==> src/rtl/vending_change_dispenser.sv <==
// ---------------------------------------------------------------------------
// vending_change_dispenser: greedy dime/nickel change payout with inventory.
// Rev 1.0
// ---------------------------------------------------------------------------
`default_nettype none

module vending_change_dispenser #(
  parameter int AMT_W  = 8,
  parameter int CNT_W  = 8,
  parameter int N_INIT = 20,
  parameter int D_INIT = 10
) (
  input  logic             clk,
  input  logic             rstn,
  input  logic             req_valid,
  input  logic [AMT_W-1:0] req_amount,
  output logic             req_ready,
  output logic             coin_n,
  output logic             coin_d,
  input  logic             coin_ack,
  input  logic             refill_n,
  input  logic             refill_d,
  output logic             busy,
  output logic             done,
  output logic [AMT_W-1:0] shortfall,
  output logic [CNT_W-1:0] n_count,
  output logic [CNT_W-1:0] d_count
);

  typedef enum logic [1:0] {
    IDLE = 2'd0,
    SEL  = 2'd1,
    WAIT = 2'd2
  } state_t;

  localparam logic [AMT_W-1:0] AMT_ONE = AMT_W'(1);
  localparam logic [AMT_W-1:0] AMT_TWO = AMT_W'(2);
  localparam logic [CNT_W-1:0] CNT_ONE = CNT_W'(1);
  localparam logic [CNT_W-1:0] CNT_MAX = '1;
  localparam logic [CNT_W-1:0] N_RST   = CNT_W'(N_INIT);
  localparam logic [CNT_W-1:0] D_RST   = CNT_W'(D_INIT);

  state_t           state_q, state_d;
  logic [AMT_W-1:0] rem_q, rem_d;
  logic             coin_n_q, coin_n_d;
  logic             coin_d_q, coin_d_d;
  logic             done_q, done_d;
  logic [AMT_W-1:0] shortfall_q, shortfall_d;
  logic [CNT_W-1:0] n_count_q, n_count_d;
  logic [CNT_W-1:0] d_count_q, d_count_d;
  logic             n_dec, d_dec;

  always_comb begin
    state_d     = state_q;
    rem_d       = rem_q;
    coin_n_d    = coin_n_q;
    coin_d_d    = coin_d_q;
    done_d      = 1'b0;
    shortfall_d = shortfall_q;
    n_dec       = 1'b0;
    d_dec       = 1'b0;

    case (state_q)
      IDLE: begin
        if (req_valid) begin
          rem_d   = req_amount;
          state_d = SEL;
        end
      end
      SEL: begin
        // Odd remainders never fall back to a dime: no overpaying.
        if (rem_q >= AMT_TWO && d_count_q != '0) begin
          coin_d_d = 1'b1;
          state_d  = WAIT;
        end else if (rem_q >= AMT_ONE && n_count_q != '0) begin
          coin_n_d = 1'b1;
          state_d  = WAIT;
        end else begin
          done_d      = 1'b1;
          shortfall_d = rem_q;
          state_d     = IDLE;
        end
      end
      WAIT: begin
        if (coin_ack) begin
          n_dec    = coin_n_q;
          d_dec    = coin_d_q;
          rem_d    = rem_q - (coin_d_q ? AMT_TWO : AMT_ONE);
          coin_n_d = 1'b0;
          coin_d_d = 1'b0;
          state_d  = SEL;
        end
      end
      default: state_d = IDLE;
    endcase

    // A refill landing on the same edge as a payout cancels it out.
    n_count_d = n_count_q;
    case ({refill_n, n_dec})
      2'b10:   if (n_count_q != CNT_MAX) n_count_d = n_count_q + CNT_ONE;
      2'b01:   n_count_d = n_count_q - CNT_ONE;
      default: n_count_d = n_count_q;
    endcase

    d_count_d = d_count_q;
    case ({refill_d, d_dec})
      2'b10:   if (d_count_q != CNT_MAX) d_count_d = d_count_q + CNT_ONE;
      2'b01:   d_count_d = d_count_q - CNT_ONE;
      default: d_count_d = d_count_q;
    endcase
  end

  always_ff @(posedge clk) begin
    if (!rstn) begin
      state_q     <= IDLE;
      rem_q       <= '0;
      coin_n_q    <= 1'b0;
      coin_d_q    <= 1'b0;
      done_q      <= 1'b0;
      shortfall_q <= '0;
      n_count_q   <= N_RST;
      d_count_q   <= D_RST;
    end else begin
      state_q     <= state_d;
      rem_q       <= rem_d;
      coin_n_q    <= coin_n_d;
      coin_d_q    <= coin_d_d;
      done_q      <= done_d;
      shortfall_q <= shortfall_d;
      n_count_q   <= n_count_d;
      d_count_q   <= d_count_d;
    end
  end

  assign req_ready = (state_q == IDLE);
  assign busy      = !req_ready;
  assign coin_n    = coin_n_q;
  assign coin_d    = coin_d_q;
  assign done      = done_q;
  assign shortfall = shortfall_q;
  assign n_count   = n_count_q;
  assign d_count   = d_count_q;

endmodule

`default_nettype wire

==> config.mk <==
export PLATFORM = sky130hd
export DESIGN_NAME = vending_change_dispenser
export DESIGN_NICKNAME = d
export VERILOG_FILES = /design/src/rtl/vending_change_dispenser.sv
export SDC_FILE = /design/constraint.sdc
export NUM_CORES = 1
export LEC_CHECK = 0
export ABC_AREA = 1
export BUFFER_PORTS_ARGS = -buffer_cell sky130_fd_sc_hd__buf_2
export CELL_PAD_IN_SITES_DETAIL_PLACEMENT = 1
export CELL_PAD_IN_SITES_GLOBAL_PLACEMENT = 1
export CORE_AREA = 2 2 83 85
export CTS_CLUSTER_DIAMETER = 200
export CTS_CLUSTER_SIZE = 10
export DETAILED_ROUTE_END_ITERATION = 10
export DIE_AREA = 0 0 85 87
export GPL_TIMING_DRIVEN = 0
export HOLD_SLACK_MARGIN = 0.08
export PLACE_DENSITY = 0.83
export SLEW_MARGIN = 20
export SYNTH_ARGS = -nofsm -noshare
export SYNTH_HDL_FRONTEND = slang
export SYNTH_SLANG_ARGS = --single-unit
==> constraint.sdc <==
create_clock -name clk -period 2.05 [get_ports clk]
set_input_delay 0 -clock clk [delete_from_list [all_inputs] [get_ports clk]]
set_output_delay 0 -clock clk [all_outputs]
set_load 0.02 [all_outputs]
==> results of run 1 <==
==> path summary, 6_finish.rpt <==
kind,to,cells past startpoint,slack (ns)
min,rem_q[6]$_SDFFE_PN0P_,5,0.1
min reg2reg,shortfall[2]$_SDFFE_PN0P_,2,0.45
max,d_count[6]$_SDFFE_PN0P_,18,0.1
max reg2reg,d_count[6]$_SDFFE_PN0P_,18,0.1
==> logic make-up after synthesis <==
group,Yosys count,share of synthesized area [%]
buf+inv,72,12.3
compound gates,76,17.4
simple gates,177,36.3
flops,37,29.1
fa+ha+maj,5,2.76
xor+xnor,6,2.07
==> metal layers <==
metal | up-vias | share of wire [%] | wire [µm] | GRT usage, %
li1 | 1346 | - | - | -
met1 | 1276 | 45 | 3440 | 25.4
met2 | 41 | 52 | 3980 | 38.1
met3 | 8 | 2.8 | 215 | 2.94
met4 | 0 | 0.96 | 74 | 6.20
met5 | - | 0 | 0 | 0
==> cell type report <==
class / instances / area (µm²) / area share, %
multi-input cells: 264 / 1520 / 48.5
flip-flops and latches: 37 / 747 / 23.8
repair buffers: 61 / 368 / 11.7
inverters: 61 / 236 / 7.53
well taps: 80 / 100 / 3.19
plain buffers: 11 / 80.1 / 2.55
clock buffers: 5 / 68.8 / 2.19
clock inverters: 3 / 17.5 / 0.558
==> critical path, cell delays in order (launching register included) <==
cell and delay, ns:
dfxtp_2 0.33, buf_6 0.12, inv_6 0.04, nor2_8 0.11, nand3_4 0.10, buf_8 0.14, nand2_2 0.07, nand2_2 0.05
inv_1 0.05, ha_1 0.15, inv_1 0.06, nand2_2 0.10, nand3_4 0.09, inv_2 0.07, nand3_1 0.10, nand3_1 0.09
nand2_1 0.05, nor2_1 0.09, nor2_1 0.04
==> sequential cells by signal, summed over array words and instances (netlist names) <==
register and flops:
d_count 8, n_count 8, rem_q 8, shortfall 8
state_q 2, coin_d 1, coin_n 1, done 1
==> metrics by stage <==
step | TNS [ns] | area (µm²)
3_5_place_dp | -0.132 | 2850
6_report | 0 | 3140
4_1_cts | 0 | 3030
3_3_place_gp | 0 | 2850
5_1_grt | -0.105 | 3140
2_1_floorplan | 0 | 2540
==> power by group through the flow <==
stage | Combinational, mW | Clock, mW | Sequential, mW
floorplan | 0.508 | 0 | 0.922
detailed placement | 0.743 | 0 | 0.898
global route | 0.895 | 0.575 | 0.899
finish | 0.800 | 0.537 | 0.886
CTS | 0.773 | 0.553 | 0.883
global placement | 0.711 | 0 | 0.895
==> placed cells by master, fill, tap and decap left out, types with 2 or more instances in the layout <==
master / instances
a211oi_1: 5
dfxtp_1: 34
clkbuf_8: 5
clkbuf_1: 3
nand2_2: 15
or2_2: 2
a21oi_1: 22
o21ai_2: 2
dlygate4sd3_1: 6
o21bai_1: 2
inv_2: 6
nand2_4: 2
buf_2: 46
buf_4: 13
nor2_8: 3
nor2_1: 32
nand3_1: 28
o211ai_1: 4
xor2_1: 5
nand3_4: 3
o21ai_0: 34
dfxtp_2: 2
buf_6: 3
or2_1: 3
nand2_1: 64
nor3_2: 2
ha_1: 4
inv_1: 52
nand3_2: 8
clkinv_2: 4
nand3b_1: 2
nor3_1: 7
nand4_1: 4
a21oi_2: 2
a41oi_1: 2
==> repair_timing <==
item,CTS,global route
setup endpoints to repair,2,6
resized for setup,3,10
setup buffers,3,10
pin swaps,1,4
hold buffers,6,0
hold endpoints to repair,8,0
==> run metrics, run 1 <==
clk_skew 0.0107 ns; post-synth top area share 29.1%; most frequent cells after synthesis nand2_1, inv_1, dfxtp_1; total routed wirelength 7720 µm; drt initial violations 76; Seq cells post-synth 37; CP max FO 4; IO Pins 43; Pre-antenna DRT Iters 4; sequential area share after synthesis 29.1%; first-pass GRT wire length 12500 µm; maximum vdd ir drop 277 µV; Mapped Nets 392; Final Hold Vio Count 0; min-delay src req_amount[6]; Setup crit end kind register; buffers from clock root to sink, at most 2; Critical Path RT 2.25 ns; top post-synthesis cells by area dfxtp_1, nand2_1, inv_1; DIE AREA 7400 µm²; post-synth cell types 38; total number of vias 2671; f_max 512 MHz; final core area utilization 47.8%; Slew Viols, Final 0; max cap viols 0; Setup Viol. Count Final 0; most frequent cell after synthesis nand2_1; Buffers on Ports 42; share of layout cells above drive strength 1 28.3%; vias in the first global route 2626; launching point of the worst reg2reg path state_q[1]$_SDFFE_PN0P_; Hold WC Path Type in -> reg; area grow syn2layout 23.5%; CP Launch Type register; RSZ-0062 raised after global routing true; leakage power 1.59 nW; Int Pwr 1.33 mW; Final Cycle Share 95.3%; PD cells 708 nW/µm²; critical path type reg -> reg; pre-CTS worst setup slack -0.0702 ns; Tightest Pin Transition 0.542 ns; Nets 460; largest net degree at the start of global routing 13; Via density 5.12; drt drc 0; Comb power frac 36.0%; number of instances in the placed design 495; # clock sinks 37; remaining antenna violation count 0; Post-Syn Area 2540 µm²; outcome finished clean; die height 87 µm; clock latency on the worst-skew pair 0.30 ns; number of diodes 0; Post-Syn Area per Cell 6.81 µm²; Yosys warning count 0; starting density of the core 38.7%; Mapped Cells 373; CP arrival 2.16 ns; Slew headroom 63.8%; share of power burned in registers 39.9%; post-layout min period 1.95 ns; gr ovfl total 0; Num CTS Buffers 5; Total Power 2.22 mW; gr usage total 20.9%; H-tree Lvls 2; Reg clk slew, reported paths 0.09 ns; final hold slack 0.0994 ns; initial antenna violation count 0; Synth Flop Type dfxtp_1; final worst setup slack 0.0960 ns; most area-hungry cell type in the Yosys netlist dfxtp_1; sw frac 40.4%; Clk pwr share 24.1%; CTS tree yes; Critical path origin state_q[1]$_SDFFE_PN0P_; fill count 872; clk root buf clkbuf_8; Die X 85 µm; hpwl dp 5530 µm; number of enable flip-flop cells after synthesis 0; post-synthesis async set-or-reset flop share 0%; wire per inst 14.8 µm; gpl congestion 0.883; fin cells 522; Core Area 6570 µm²; # rows 30; Sw Pwr 0.898 mW
Power figures use the tool's default switching activity.
==> inputs of run 2 (changes only) <==
--- a/config.mk
+++ b/config.mk
@@ -5,18 +5,17 @@
 export SDC_FILE = /design/constraint.sdc
 export NUM_CORES = 1
 export LEC_CHECK = 0
-export ABC_AREA = 1
 export BUFFER_PORTS_ARGS = -buffer_cell sky130_fd_sc_hd__buf_2
 export CELL_PAD_IN_SITES_DETAIL_PLACEMENT = 1
 export CELL_PAD_IN_SITES_GLOBAL_PLACEMENT = 1
-export CORE_AREA = 2 2 83 85
+export CORE_AREA = 2 2 76 78
 export CTS_CLUSTER_DIAMETER = 200
 export CTS_CLUSTER_SIZE = 10
 export DETAILED_ROUTE_END_ITERATION = 10
-export DIE_AREA = 0 0 85 87
+export DIE_AREA = 0 0 78 80
 export GPL_TIMING_DRIVEN = 0
 export HOLD_SLACK_MARGIN = 0.08
-export PLACE_DENSITY = 0.83
+export PLACE_DENSITY = 0.81
 export SLEW_MARGIN = 20
 export SYNTH_ARGS = -nofsm -noshare
 export SYNTH_HDL_FRONTEND = slang
==> run 2 against run 1 <==
The flow now finishes with violations (setup timing). Combinational power is 47% lower. Setup slack worse by 0.13 ns. Largest cell class unchanged. Critical path type unchanged. Flip-flop and latch count stayed put.
==> run metrics, run 2 <==
# rows 27 (was 30); CP max stage delay 0.35 ns (was 0.33 ns); Seq cells post-synth 37 (unchanged); Final Cycle Share 102% (was 95.3%); Post-Syn Area per Cell 8.08 µm² (was 6.81 µm²); Reg clk slew, reported paths 0.07 ns (was 0.09 ns); multiplexer area fraction after synthesis 5.30% (was 0%); Critical Path RT 2.28 ns (was 2.25 ns); Synth Flop Type dfxtp_1 (unchanged); min-delay src req_amount[6] (unchanged); worst path cell trace nand3b_1 > buf_4 > or3_4 > nand2_4 > ha_4 > and3_1 > nand3_2 > o21ai_2 > mux2i_1 (was buf_6 > inv_6 > nor2_8 > nand3_4 > buf_8 > nand2_2 > nand2_2 > inv_1 > ha_1 > inv_1 > nand2_2 > nand3_4 > inv_2 > nand3_1 > nand3_1 > nand2_1 > nor2_1 > nor2_1); Placement Cell Area 2370 µm² (was 2850 µm²); final worst setup slack -0.0381 ns (was 0.0960 ns); multi-input logic area 1370 µm² (was 1520 µm²); Mapped Cells 257 (was 373); Min-Delay Endpoint rem_q[6]$_SDFFE_PN0P_ (unchanged); hpwl dp 4240 µm (was 5530 µm); initial antenna violation count 0 (unchanged); area grow syn2layout 31.6% (was 23.5%); post-synth top area share 35.7% (was 29.1%); most frequent cells after synthesis nand2_1, dfxtp_1, nor2_1 (was nand2_1, inv_1, dfxtp_1); Slew headroom 60.3% (was 63.8%); combinational family with the most area after synthesis simple AND/OR/NAND/NOR gates (unchanged); CP Launch Type register (unchanged); Setup crit end kind register (unchanged); Nets 338 (was 460); Slowest cell on crit path or3_4 (was dfxtp_2); total number of vias 2113 (was 2671); gr ovfl total 0 (unchanged); Setup Viol. Count Final 1 (was 0); max cap viols 0 (unchanged); met2 wire length 3010 µm (was 3980 µm); sequential area share after synthesis 35.7% (was 29.1%); Num CTS Buffers 5 (unchanged); Via density 5.39 (was 5.12); f_max 479 MHz (was 512 MHz); Buffers on Ports 41 (was 42); CTS tree yes (unchanged); outcome finished with violations (was finished clean); wire per inst 15.6 µm (was 14.8 µm); clock latency on the worst-skew pair 0.29 ns (was 0.30 ns); Yosys warning count 0 (unchanged); gpl congestion 0.825 (was 0.883); setup TNS -0.0381 ns (was 0 ns); die height 80 µm (was 87 µm); largest net degree at the start of global routing 12 (was 13); Core Area 5410 µm² (was 6570 µm²); clk root buf clkbuf_8 (unchanged); critical path type reg -> reg (unchanged); maximum vdd ir drop 370 µV (was 277 µV); Post-Syn Area 2080 µm² (was 2540 µm²); starting density of the core 38.4% (was 38.7%); remaining antenna violation count 0 (unchanged); Slew Viols, Final 0 (unchanged); Top Metal Used met4 (unchanged); CP max FO 5 (was 4); reg-to-reg endpoint d_count[6]$_SDFFE_PN0P_ (unchanged); hold path depth 3 (was 5); Seq. cell area 747 µm² (unchanged); post-synthesis async set-or-reset flop share 0% (unchanged); total routed wirelength 6120 µm (was 7720 µm); PD cells 655 nW/µm² (was 708 nW/µm²); WL met1 2820 µm (was 3440 µm); post-synthesis adder-cell area fraction 3.37% (was 2.76%); post-synth cell types 50 (was 38); first-pass GRT wire length 9740 µm (was 12500 µm); most frequent cell after synthesis nand2_1 (unchanged); family with the most delay on the worst path simple AND/OR/NAND/NOR gates (unchanged); post-layout min period 2.09 ns (was 1.95 ns); share of layout cells above drive strength 1 29.4% (was 28.3%); Pre-antenna DRT Iters 4 (unchanged); fill count 663 (was 872); DIE AREA 6240 µm² (was 7400 µm²); Synth Area in XOR/XNOR 5.06% (was 2.07%); number of diodes 0 (unchanged); most common cell after layout, fill and taps aside nand2_1 (unchanged); Tightest Pin Transition 0.593 ns (was 0.542 ns); Buf/Inv on CP 1 (was 6); most area-hungry cell type in the Yosys netlist dfxtp_1 (unchanged); H-tree Lvls 2 (unchanged); # clock sinks 37 (unchanged); drt drc 0 (unchanged); RSZ-0062 raised after global routing true (unchanged); gr usage total 19.7% (was 20.9%); number of enable flip-flop cells after synthesis 0 (unchanged); vias in the first global route 2038 (was 2626); leakage power 1.11 nW (was 1.59 nW); violated checks setup timing; Total Power 1.79 mW (was 2.22 mW); top post-synthesis cells by area dfxtp_1, nand2_1, mux2i_1 (was dfxtp_1, nand2_1, inv_1); simple logic cell fraction of the synthesized area 29.2% (was 36.3%); Final Hold Vio Count 0 (unchanged); most frequent cells in the layout nand2_1, buf_2, dfxtp_1, nor2_1 (was nand2_1, inv_1, buf_2, o21ai_0, dfxtp_1); drt initial violations 86 (was 76); r2r setup slk -0.04 ns (was 0.1 ns); buffers from clock root to sink, at most 2 (unchanged); launching point of the worst reg2reg path state_q[0]$_SDFFE_PN0P_ (was state_q[1]$_SDFFE_PN0P_); complex-gate fraction of the synthesized area 16.3% (was 17.4%); Hold WC Path Type in -> reg (unchanged); Reg2Reg Depth 9 (was 18); final instance area 2730 µm² (was 3140 µm²); met3 WL 208 µm (was 215 µm); Die X 78 µm (was 85 µm); clk_skew 0.00368 ns (was 0.0107 ns); CP arrival 2.31 ns (was 2.16 ns); Mapped Nets 276 (was 392); IO Pins 43 (unchanged)
-- run 2: stage by stage --
step,setup WS (ns),std cells,hold WS (ns),util (%)
after floorplan,0.0449,257,0.235,-
after global placement,-0.155,370,0.352,43.9
after detailed placement,-0.183,370,0.339,43.9
after CTS,0.00690,389,0.0960,48.6
after global routing,-0.143,392,0.117,50.6
final,-0.0381,392,0.101,50.6
-- run 2: kinds of logic after synthesis --
| kind of cell | after synthesis |
|---|---|
| compound gates | 48 |
| xor+xnor | 12 |
| fa+ha+maj | 5 |
| buf+inv | 23 |
| flops | 37 |
| mux | 11 |
| simple gates | 121 |
-- run 2: area by class of cell --
class	count	area share [%]
Multi-Input combinational cell	197	50.0
Sequential cell	37	27.3
Timing Repair Buffer	55	11.6
Clock buffer	7	3.52
Tap cell	72	3.30
Buffer	15	2.93
Inverter	8	1.10
Clock inverter	1	0.183
-- run 2: what timing repair did --
item / CTS / global route
pin swaps: 5 / 8
hold endpoints to repair: 3 / 0
gates resized for setup: 14 / 16
setup endpoints to repair: 4 / 21
buffers inserted: 8 / 3
hold buffers: 3 / 0
-- run 2: worst reg2reg max path, cell delays in order (launching register included) --
cell      delay (ns)
dfxtp_1         0.31
nand3b_1        0.26
buf_4           0.21
or3_4           0.35
nand2_4         0.07
ha_4            0.14
and3_1          0.20
nand3_2         0.13
o21ai_2         0.18
mux2i_1         0.18
-- run 2: routing by layer --
layer  vias to the layer above  global-route usage, %
li1                       1043                      -
met2                        38                   34.7
met3                         7                   3.51
met4                         0                   5.96
met5                         -                      0
met1                      1025                   24.5
-- run 2: where the power goes --
group | internal (mW) | switching (mW) | leakage, nW
Combinational | 0.184 | 0.241 | 0.754
Clock | 0.304 | 0.255 | 0.0542
Sequential | 0.756 | 0.0523 | 0.303
-- run 2: how the worst max path moves through the flow --
stage          slack, ns  depth (start not counted)                      end               startpoint
6_report           -0.04                          9  d_count[6]$_SDFFE_PN0P_  state_q[0]$_SDFFE_PN0P_
5_1_grt            -0.14                          9  d_count[6]$_SDFFE_PN0P_  state_q[0]$_SDFFE_PN0P_
4_1_cts            0.007                          9  d_count[6]$_SDFFE_PN0P_  state_q[0]$_SDFFE_PN0P_
3_5_place_dp       -0.18                          9  n_count[4]$_SDFFE_PN1P_  state_q[0]$_SDFFE_PN0P_
3_3_place_gp       -0.16                          8  d_count[6]$_SDFFE_PN0P_  state_q[1]$_SDFFE_PN0P_
2_1_floorplan       0.04                          8  d_count[6]$_SDFFE_PN0P_      coin_d$_SDFFE_PN0P_
